--- config.mk ---
export PLATFORM = sky130hd
export DESIGN_NAME = uram_event_readout_sm_v2
export DESIGN_NICKNAME = d
export VERILOG_FILES = /design/src/rtl/uram_event_readout_sm_v2.sv
export SDC_FILE = /design/constraint.sdc
export NUM_CORES = 1
export LEC_CHECK = 0
export ABC_AREA = 1
export CORE_ASPECT_RATIO = 1.1
export CORE_MARGIN = 3
export CORE_UTILIZATION = 55
export CTS_CLUSTER_SIZE = 24
export DETAILED_ROUTE_END_ITERATION = 6
export PLACE_DENSITY = 0.83
export SLEW_MARGIN = 30
export SYNTH_ARGS = -nofsm -noshare
export SYNTH_HDL_FRONTEND = slang
export SYNTH_SLANG_ARGS = --single-unit
--- constraint.sdc ---
create_clock -name clk_i -period 3.45 [get_ports clk_i]
set_input_delay 0.69 -clock clk_i [delete_from_list [all_inputs] [get_ports clk_i]]
set_output_delay 0.69 -clock clk_i [all_outputs]
set_load 0.01 [all_outputs]
--- src/rtl/uram_event_readout_sm_v2.sv ---
// Event readout sequencer for a cascaded URAM/BRAM event buffer.
// Walks header words, then each enabled channel's memories group by group.
module uram_event_readout_sm_v2 #(
  parameter int NCHAN      = 8,
  parameter int NBRAM      = 3,
  parameter int NHDR       = 4,
  parameter int UADDR_BITS = 7,
  parameter int LADDR_BITS = 2
) (
  input  logic                             clk_i,
  input  logic                             rst_i,
  input  logic                             clk_ce_i,
  input  logic                             data_available_i,
  input  logic [NCHAN-1:0]                 chan_mask_i,
  input  logic                             ready_i,
  output logic                             complete_o,
  output logic [UADDR_BITS+LADDR_BITS-1:0] bram_addr_o,
  output logic [NBRAM-1:0]                 bram_en_o,
  output logic [NBRAM-1:0]                 casdomux_o,
  output logic                             casdomuxen_o,
  output logic [NCHAN-1:0]                 channel_en_o,
  output logic                             sel_header_o,
  output logic                             header_rd_o,
  output logic                             valid_o
);

  localparam int HW = $clog2(NHDR);

  typedef enum logic [1:0] {
    IDLE,
    HDR,
    DATA,
    STALL
  } state_t;

  state_t                  state_q, state_d;
  logic [HW-1:0]           hdr_q, hdr_d;
  logic [LADDR_BITS-1:0]   laddr_q, laddr_d;
  logic [UADDR_BITS-1:0]   uaddr_q, uaddr_d;
  logic [NCHAN-1:0]        mask_q, mask_d;
  logic [NCHAN-1:0]        chan_q, chan_d;
  logic [NBRAM-1:0]        ben_q, ben_d;
  logic                    valid_q, valid_d;
  logic                    moved_q, moved_d;

  logic                    laddr_max;
  logic                    last_mem;
  logic                    chan_end;
  logic                    ev_end;
  logic                    hdr_last;
  logic                    do_step;
  logic                    complete_c;
  logic                    hdr_rd_c;
  logic                    cmux_c;
  logic [NCHAN-1:0]        nxt_chan;

  // Lowest set mask bit strictly above cur; cur==0 yields the lowest set bit.
  function automatic logic [NCHAN-1:0] next_chan(
    input logic [NCHAN-1:0] m,
    input logic [NCHAN-1:0] cur
  );
    logic [NCHAN-1:0] res;
    logic             seen;
    logic             found;
    res   = '0;
    seen  = (cur == '0);
    found = 1'b0;
    for (int i = 0; i < NCHAN; i++) begin
      if (seen && !found && m[i]) begin
        res[i] = 1'b1;
        found  = 1'b1;
      end
      if (cur[i]) seen = 1'b1;
    end
    return res;
  endfunction

  assign laddr_max = &laddr_q;
  assign last_mem  = ben_q[NBRAM-1];
  assign chan_end  = laddr_max && last_mem && (&uaddr_q);
  assign nxt_chan  = next_chan(mask_q, chan_q);
  // Once the channel select has moved early, this cannot be the event end.
  assign ev_end    = chan_end && !moved_q && (nxt_chan == '0);
  assign hdr_last  = (hdr_q == HW'(NHDR - 1));

  always_ff @(posedge clk_i) begin
    if (rst_i) begin
      state_q <= IDLE;
      hdr_q   <= '0;
      laddr_q <= '0;
      uaddr_q <= '0;
      mask_q  <= '0;
      chan_q  <= '0;
      ben_q   <= '0;
      valid_q <= 1'b0;
      moved_q <= 1'b0;
    end else begin
      state_q <= state_d;
      hdr_q   <= hdr_d;
      laddr_q <= laddr_d;
      uaddr_q <= uaddr_d;
      mask_q  <= mask_d;
      chan_q  <= chan_d;
      ben_q   <= ben_d;
      valid_q <= valid_d;
      moved_q <= moved_d;
    end
  end

  always_comb begin
    state_d    = state_q;
    hdr_d      = hdr_q;
    laddr_d    = laddr_q;
    uaddr_d    = uaddr_q;
    mask_d     = mask_q;
    chan_d     = chan_q;
    ben_d      = ben_q;
    valid_d    = valid_q;
    moved_d    = moved_q;
    do_step    = 1'b0;
    complete_c = 1'b0;
    hdr_rd_c   = 1'b0;
    cmux_c     = 1'b0;

    unique case (state_q)
      IDLE: begin
        if (clk_ce_i) begin
          laddr_d = LADDR_BITS'(1);
          moved_d = 1'b0;
          if (data_available_i) begin
            mask_d  = chan_mask_i;
            hdr_d   = '0;
            uaddr_d = '0;
            valid_d = 1'b1;
            state_d = HDR;
          end
        end
      end
      HDR: begin
        if (clk_ce_i) begin
          laddr_d = laddr_q + LADDR_BITS'(1);
          hdr_d   = hdr_q + HW'(1);
          if (hdr_last) begin
            hdr_rd_c = 1'b1;
            cmux_c   = 1'b1;
            hdr_d    = '0;
            if (mask_q == '0) begin
              complete_c = 1'b1;
              valid_d    = 1'b0;
              laddr_d    = LADDR_BITS'(1);
              state_d    = IDLE;
            end else begin
              // Data walk always starts from group address 0.
              laddr_d = '0;
              ben_d   = NBRAM'(1);
              chan_d  = nxt_chan;
              state_d = DATA;
            end
          end
        end
      end
      DATA: begin
        // Move channel select on the idle clock so the output mux settles.
        if (!clk_ce_i && chan_end && !moved_q && (nxt_chan != '0)) begin
          chan_d  = nxt_chan;
          moved_d = 1'b1;
        end
        if (clk_ce_i) begin
          if (!laddr_max) begin
            laddr_d = laddr_q + LADDR_BITS'(1);
          end else if (ev_end) begin
            complete_c = 1'b1;
            valid_d    = 1'b0;
            ben_d      = '0;
            chan_d     = '0;
            laddr_d    = LADDR_BITS'(1);
            uaddr_d    = '0;
            state_d    = IDLE;
          end else if (!ready_i) begin
            valid_d = 1'b0;
            state_d = STALL;
          end else begin
            do_step = 1'b1;
          end
        end
      end
      STALL: begin
        if (clk_ce_i && ready_i) begin
          do_step = 1'b1;
          valid_d = 1'b1;
          state_d = DATA;
        end
      end
      default: state_d = IDLE;
    endcase

    // Group-boundary step shared by DATA and the STALL release.
    if (do_step) begin
      cmux_c  = 1'b1;
      laddr_d = '0;
      ben_d   = {ben_q[NBRAM-2:0], ben_q[NBRAM-1]};
      moved_d = 1'b0;
      if (last_mem) uaddr_d = uaddr_q + UADDR_BITS'(1);
      if (chan_end && !moved_q) chan_d = nxt_chan;
    end
  end

  assign complete_o   = complete_c && !rst_i;
  assign header_rd_o  = hdr_rd_c && !rst_i;
  assign casdomuxen_o = cmux_c && !rst_i;
  assign sel_header_o = (state_q == HDR);
  assign valid_o      = valid_q;
  assign bram_addr_o  = {uaddr_q, laddr_q};
  assign bram_en_o    = ben_q;
  assign casdomux_o   = ~ben_q;
  assign channel_en_o = chan_q;

endmodule

* After elaboration in Yosys (flattened, before gate mapping)
Index checks and enable logic that the tools add are counted.
** Storage, ports and cells
- Register bits after elaboration :: 34
- Output and inout bits :: 28
- Word-level logic and storage cells :: 191
** Operators by class
- Add/subtract/negate cells :: 3
- Eq/ne operators :: 21
- Mux-type cells :: 102
- Bitwise logic cells :: 1
- Reduce and logical (&&, ||, !) cells :: 55
** Operator list (number)
- two-way mux 8 bit :: 9
- two-way mux 1 bit :: 49
- two-way mux 7 bit :: 7
- two-way mux 2 bit :: 20
- logical AND 1 bit :: 26
- logical NOT 8 bit :: 3
- two-way mux 3 bit :: 7
- != test 3 bit (second input constant) :: 6
- one-hot mux 8 bit (2 select lines) :: 1
- != test 2 bit (second input constant) :: 7
- one-hot mux 7 bit (2 select lines) :: 1
- AND reduction 7 bit :: 2
- logical NOT 1 bit :: 10
- AND reduction 9 bit :: 1
- one-hot mux 2 bit (4 select lines) :: 1
- AND reduction 8 bit :: 1
- nonzero test 8 bit :: 1
- adder 7 x 1 -> 7 bit (second input constant) :: 1
- == test 2 bit (second input constant) :: 3
- one-hot mux 1 bit (2 select lines) :: 3
- one-hot mux 2 bit (3 select lines) :: 1
- one-hot mux 3 bit (2 select lines) :: 1
- AND reduction 3 bit :: 2
- nonzero test 3 bit :: 2
- other kinds (14) :: 17

* Longest topological paths before layout
- Depth after elaboration :: 40
- Depth in mapped cells :: 18

* Worst setup path before layout
Ideal clock, no wire load.
- Path kind :: register -> output
- Start point :: reg uaddr_q[0]
- End point :: out complete_o
- Arrival time :: 1.785 ns
- Setup slack :: 0.975 ns
- Cell stages (with the launch flop) :: 12
- Cell sequence :: dfxtp_1 -> ha_1 -> nand2_1 -> inv_2 -> nand4_1 -> nor2_1 -> nand3_1 -> nor2_1 -> nand4_2 -> nand2_1 -> inv_1 -> nor3_1
** Between the ends
- Cells in the longest elaborated chain, start to end :: 9
** RTL lines
- from (decl) :: RTL line 39 : logic [UADDR_BITS-1:0] uaddr_q, uaddr_d;
- from (signal assigned) :: RTL line 101 : uaddr_q <= uaddr_d;
- AND reduction 7 bit :: RTL line 80 : assign chan_end = laddr_max && last_mem && (&uaddr_q);
- logical AND 1 bit :: RTL line 80
- logical AND 1 bit (2 in series) :: RTL line 83 : assign ev_end = chan_end && !moved_q && (nxt_chan == '0);
- two-way mux 1 bit :: RTL line 171 : end else if (ev_end) begin
- two-way mux 1 bit :: RTL line 169 : if (!laddr_max) begin
- two-way mux 1 bit :: RTL line 168 : if (clk_ce_i) begin
- one-hot mux 1 bit (2 select lines) :: RTL line 125 : unique case (state_q)
- logical AND 1 bit :: RTL line 208 : assign complete_o = complete_c && !rst_i;
- to (decl) :: RTL line 16 : output logic complete_o,
Every way passes these cells.

* Worst setup path in the final report
- Start point :: reg uaddr_q[1]
- End point :: out casdomuxen_o
** Between the ends
- Cells in the longest elaborated chain, start to end :: 10
** RTL lines
- AND reduction 7 bit :: RTL line 80
- logical AND 1 bit :: RTL line 80
- logical AND 1 bit (2 in series) :: RTL line 83
- two-way mux 1 bit :: RTL line 171
- two-way mux 1 bit :: RTL line 169
- two-way mux 1 bit :: RTL line 168
- one-hot mux 1 bit (2 select lines) :: RTL line 125
- two-way mux 1 bit :: RTL line 198 : if (do_step) begin
- logical AND 1 bit :: RTL line 210 : assign casdomuxen_o = cmux_c && !rst_i;
- to (decl) :: RTL line 20 : output logic casdomuxen_o,
Every way passes these cells.

==> results.json <==
{
  "status": "finished, final reports clean",
  "seq_power_share": 0.383,
  "crit_required_ns": 2.76,
  "start_util": 0.5826,
  "drtPass1Iterations": 5,
  "worstPathBufferInverterCount": 2,
  "crit_path_top_delay_cell": "clkdlybuf4s50_1",
  "critPathMaxStageDelay_ns": 0.48,
  "critical_path_peak_fanout": 4,
  "arrival_ns": 2.61,
  "clk_path_buf_depth": 2,
  "period_needed_ns": 3.304,
  "cpLargestDelayFamily": "simple AND/OR/NAND/NOR gates",
  "swShare": 0.3692,
  "ys_types": 37,
  "die_area_um2": 5493,
  "cts_tree": "done",
  "finalCritPeriodShare": 0.9576,
  "maxSlewViolCount": 0,
  "postRouteAntennaNets": 0,
  "cts_root_buf": "clkbuf_8",
  "post_drt_wl_per_cell_um": 13.11,
  "dp_hpwl_um": 4809,
  "finalSetupViolations": 0,
  "crit_type": "reg2out",
  "cp_cell_sequence": "ha_1 -> nand2_1 -> inv_2 -> nand4_1 -> nor2_2 -> nand3_1 -> nor2_1 -> nand4_2 -> nand3_2 -> nand2_2 -> nand2_4 -> a21oi_1 -> clkdlybuf4s50_1",
  "clock_latency_ns": 0.29,
  "fin_ws_ns": 0.1464,
  "worstHoldPathType": "reg2reg",
  "slew_headroom": 0.6634,
  "gp_congestion": 0.9360,
  "avgViaCountPerCell": 5.510,
  "grt_max_degree": 27,
  "drive_gt1_frac": 0.1390,
  "dpl.cell_count": 491,
  "die_width_um": 70.94,
  "cts_inserted_buffers": 5,
  "p_int_mw": 0.7310,
  "cts-hold-fix-buffers": 0,
  "mostFrequentLayoutCells": "nand2_1 (88), inv_1 (60), a21oi_1 (42)",
  "utilization": 0.7111,
  "io_pins": 41,
  "grt_antenna_before_repair": 0,
  "ir_worst_vdd_uv": 233.6,
  "core_um2": 4379,
  "grt_util_all_layers": 0.2436,
  "totalPowerFinal_mw": 1.159,
  "skew_ns": 0.008437,
  "vias": 2755,
  "crit_path_start_kind": "flip-flop",
  "syn_inst": 400,
  "worst-slew-pin-transition_ns": 0.5018,
  "fp-row-count": 25,
  "clk_pin_slew_worst_paths_ns": 0.07,
  "drc": 0,
  "final_cells": 500,
  "num_antenna_cells": 0,
  "overflow": 0,
  "nets": 467,
  "leakagePower_nw": 1.420,
  "htree_levels": 2,
  "dpl_worst_slack_ns": 0.4306,
  "power-per-cell-area_nw_per_um2": 372.1,
  "cts.sinks": 34,
  "hold_viol_final": 0,
  "syn_area_um2": 2551,
  "placed_cell_area_um2": 3007,
  "max_freq_mhz": 302.7,
  "grt_pass1_vias": 2464,
  "layout_commonest_cell": "nand2_1",
  "chipHeight_um": 77.43,
  "p_switching_mw": 0.4278,
  "avgSynthCellArea_um2": 6.378,
  "first_iter_violations": 273,
  "whs_ns": 0.4764,
  "synth_seq_area_share": 0.2668,
  "synth_nets": 422,
  "grt_first_pass_wirelength_um": 11050,
  "area_growth_pct": 22.07,
  "fin_tns_setup_ns": 0,
  "clock_power_share": 0.268,
  "final_area_um2": 3114,
  "port_buffers": 40,
  "cap_viol_max_count": 0,
  "ys_ff_latch": 34,
  "crit_path_end_kind": "output pin",
  "wl_um": 6555,
  "comb_power_share": 0.349,
  "ys_warn_count": 0
}
[final cells by class]
type	count	area [um2]
fill	393	1265
inverter	68	260.3
multi-input combinational	289	1558
sequential	34	681.9
timing repair buffer	47	455.4
clock buffer	7	86.33
clock inverter	1	5.005
tap	54	67.56
[layer usage]
metal	up-vias	GRT usage	wire length (um)
met2	107	0.3970	3161
met5	-	0	0
met4	0	0.09023	119
met1	1266	0.3179	2815
met3	14	0.04534	459
li1	1368	-	-
[kinds of logic (layout without fill, tap and decap cells)]
family                     after synthesis  after routing  synth area share
DFF                                     34             34            0.2668
buffers and inverters                   77            123            0.1246
AOI/OAI and AO/OA                       81             81            0.1702
and+or+nand+nor                        196            196            0.3840
adders and majority gates                9              9           0.04414
xor gates and xnor gates                 3              3           0.01030
[power by group through the flow]
stage / combinational (mW) / clock [mW] / sequential [mW]
floorplan: 0.276 / 0 / 0.454
global placement: 0.389 / 0 / 0.452
detailed placement: 0.397 / 0 / 0.453
CTS: 0.399 / 0.313 / 0.444
global route: 0.450 / 0.342 / 0.448
finish: 0.405 / 0.310 / 0.444
[path summary, 6_finish.rpt]
kind                           endpoint  slack (ns)                   from  depth (start not counted)
min               hdr_q[1]$_SDFFE_PP0P_        0.48  hdr_q[1]$_SDFFE_PP0P_                          2
min reg2reg       hdr_q[1]$_SDFFE_PP0P_        0.48  hdr_q[1]$_SDFFE_PP0P_                          2
max                        casdomuxen_o        0.15  uaddr_q[1]$_SDFF_PP0_                         13
max reg2reg  channel_en_o[4]$_SDFF_PP0_        1.05  uaddr_q[1]$_SDFF_PP0_                         13
[tightest hold or removal path, stage by stage, from the launching register on]
cell     delay (ns)
dfxtp_1        0.31
nand2_1        0.06
a21oi_1        0.06
[Yosys cell counts, drive strengths merged]
master    n  area [um2]
nand2   102       444.2
inv      66       252.8
a21oi    44       235.2
nor2     42       207.7
dfxtp    34       680.7
o21ai    33       168.9
nand3    31       172.7
ha        9       112.6
nand4     9       77.57
nor3      8       45.04
buf       5       42.54
a211oi    4       30.03
clkbuf    4       15.01
xor2      3       26.28
clkinv    2       7.510
nand3b    1       7.510
nor4      1       12.51
or2       1       6.260
or3       1       6.260
[state kept, by name, summed over array words and instances (netlist names)]
| register | cells |
|---|---|
| bram_en_o | 3 |
| moved_q | 1 |
| hdr_q | 2 |
| channel_en_o | 8 |
| laddr_q | 2 |
| state_q | 2 |
| uaddr_q | 7 |
| valid_o | 1 |
| mask_q | 8 |
[what timing repair did]
action	4_1_cts	5_1_grt
buffers inserted	0	1
endpoints found under the setup margin	0	2
gates resized for setup	0	4
(Power assumes the default switching activity.)
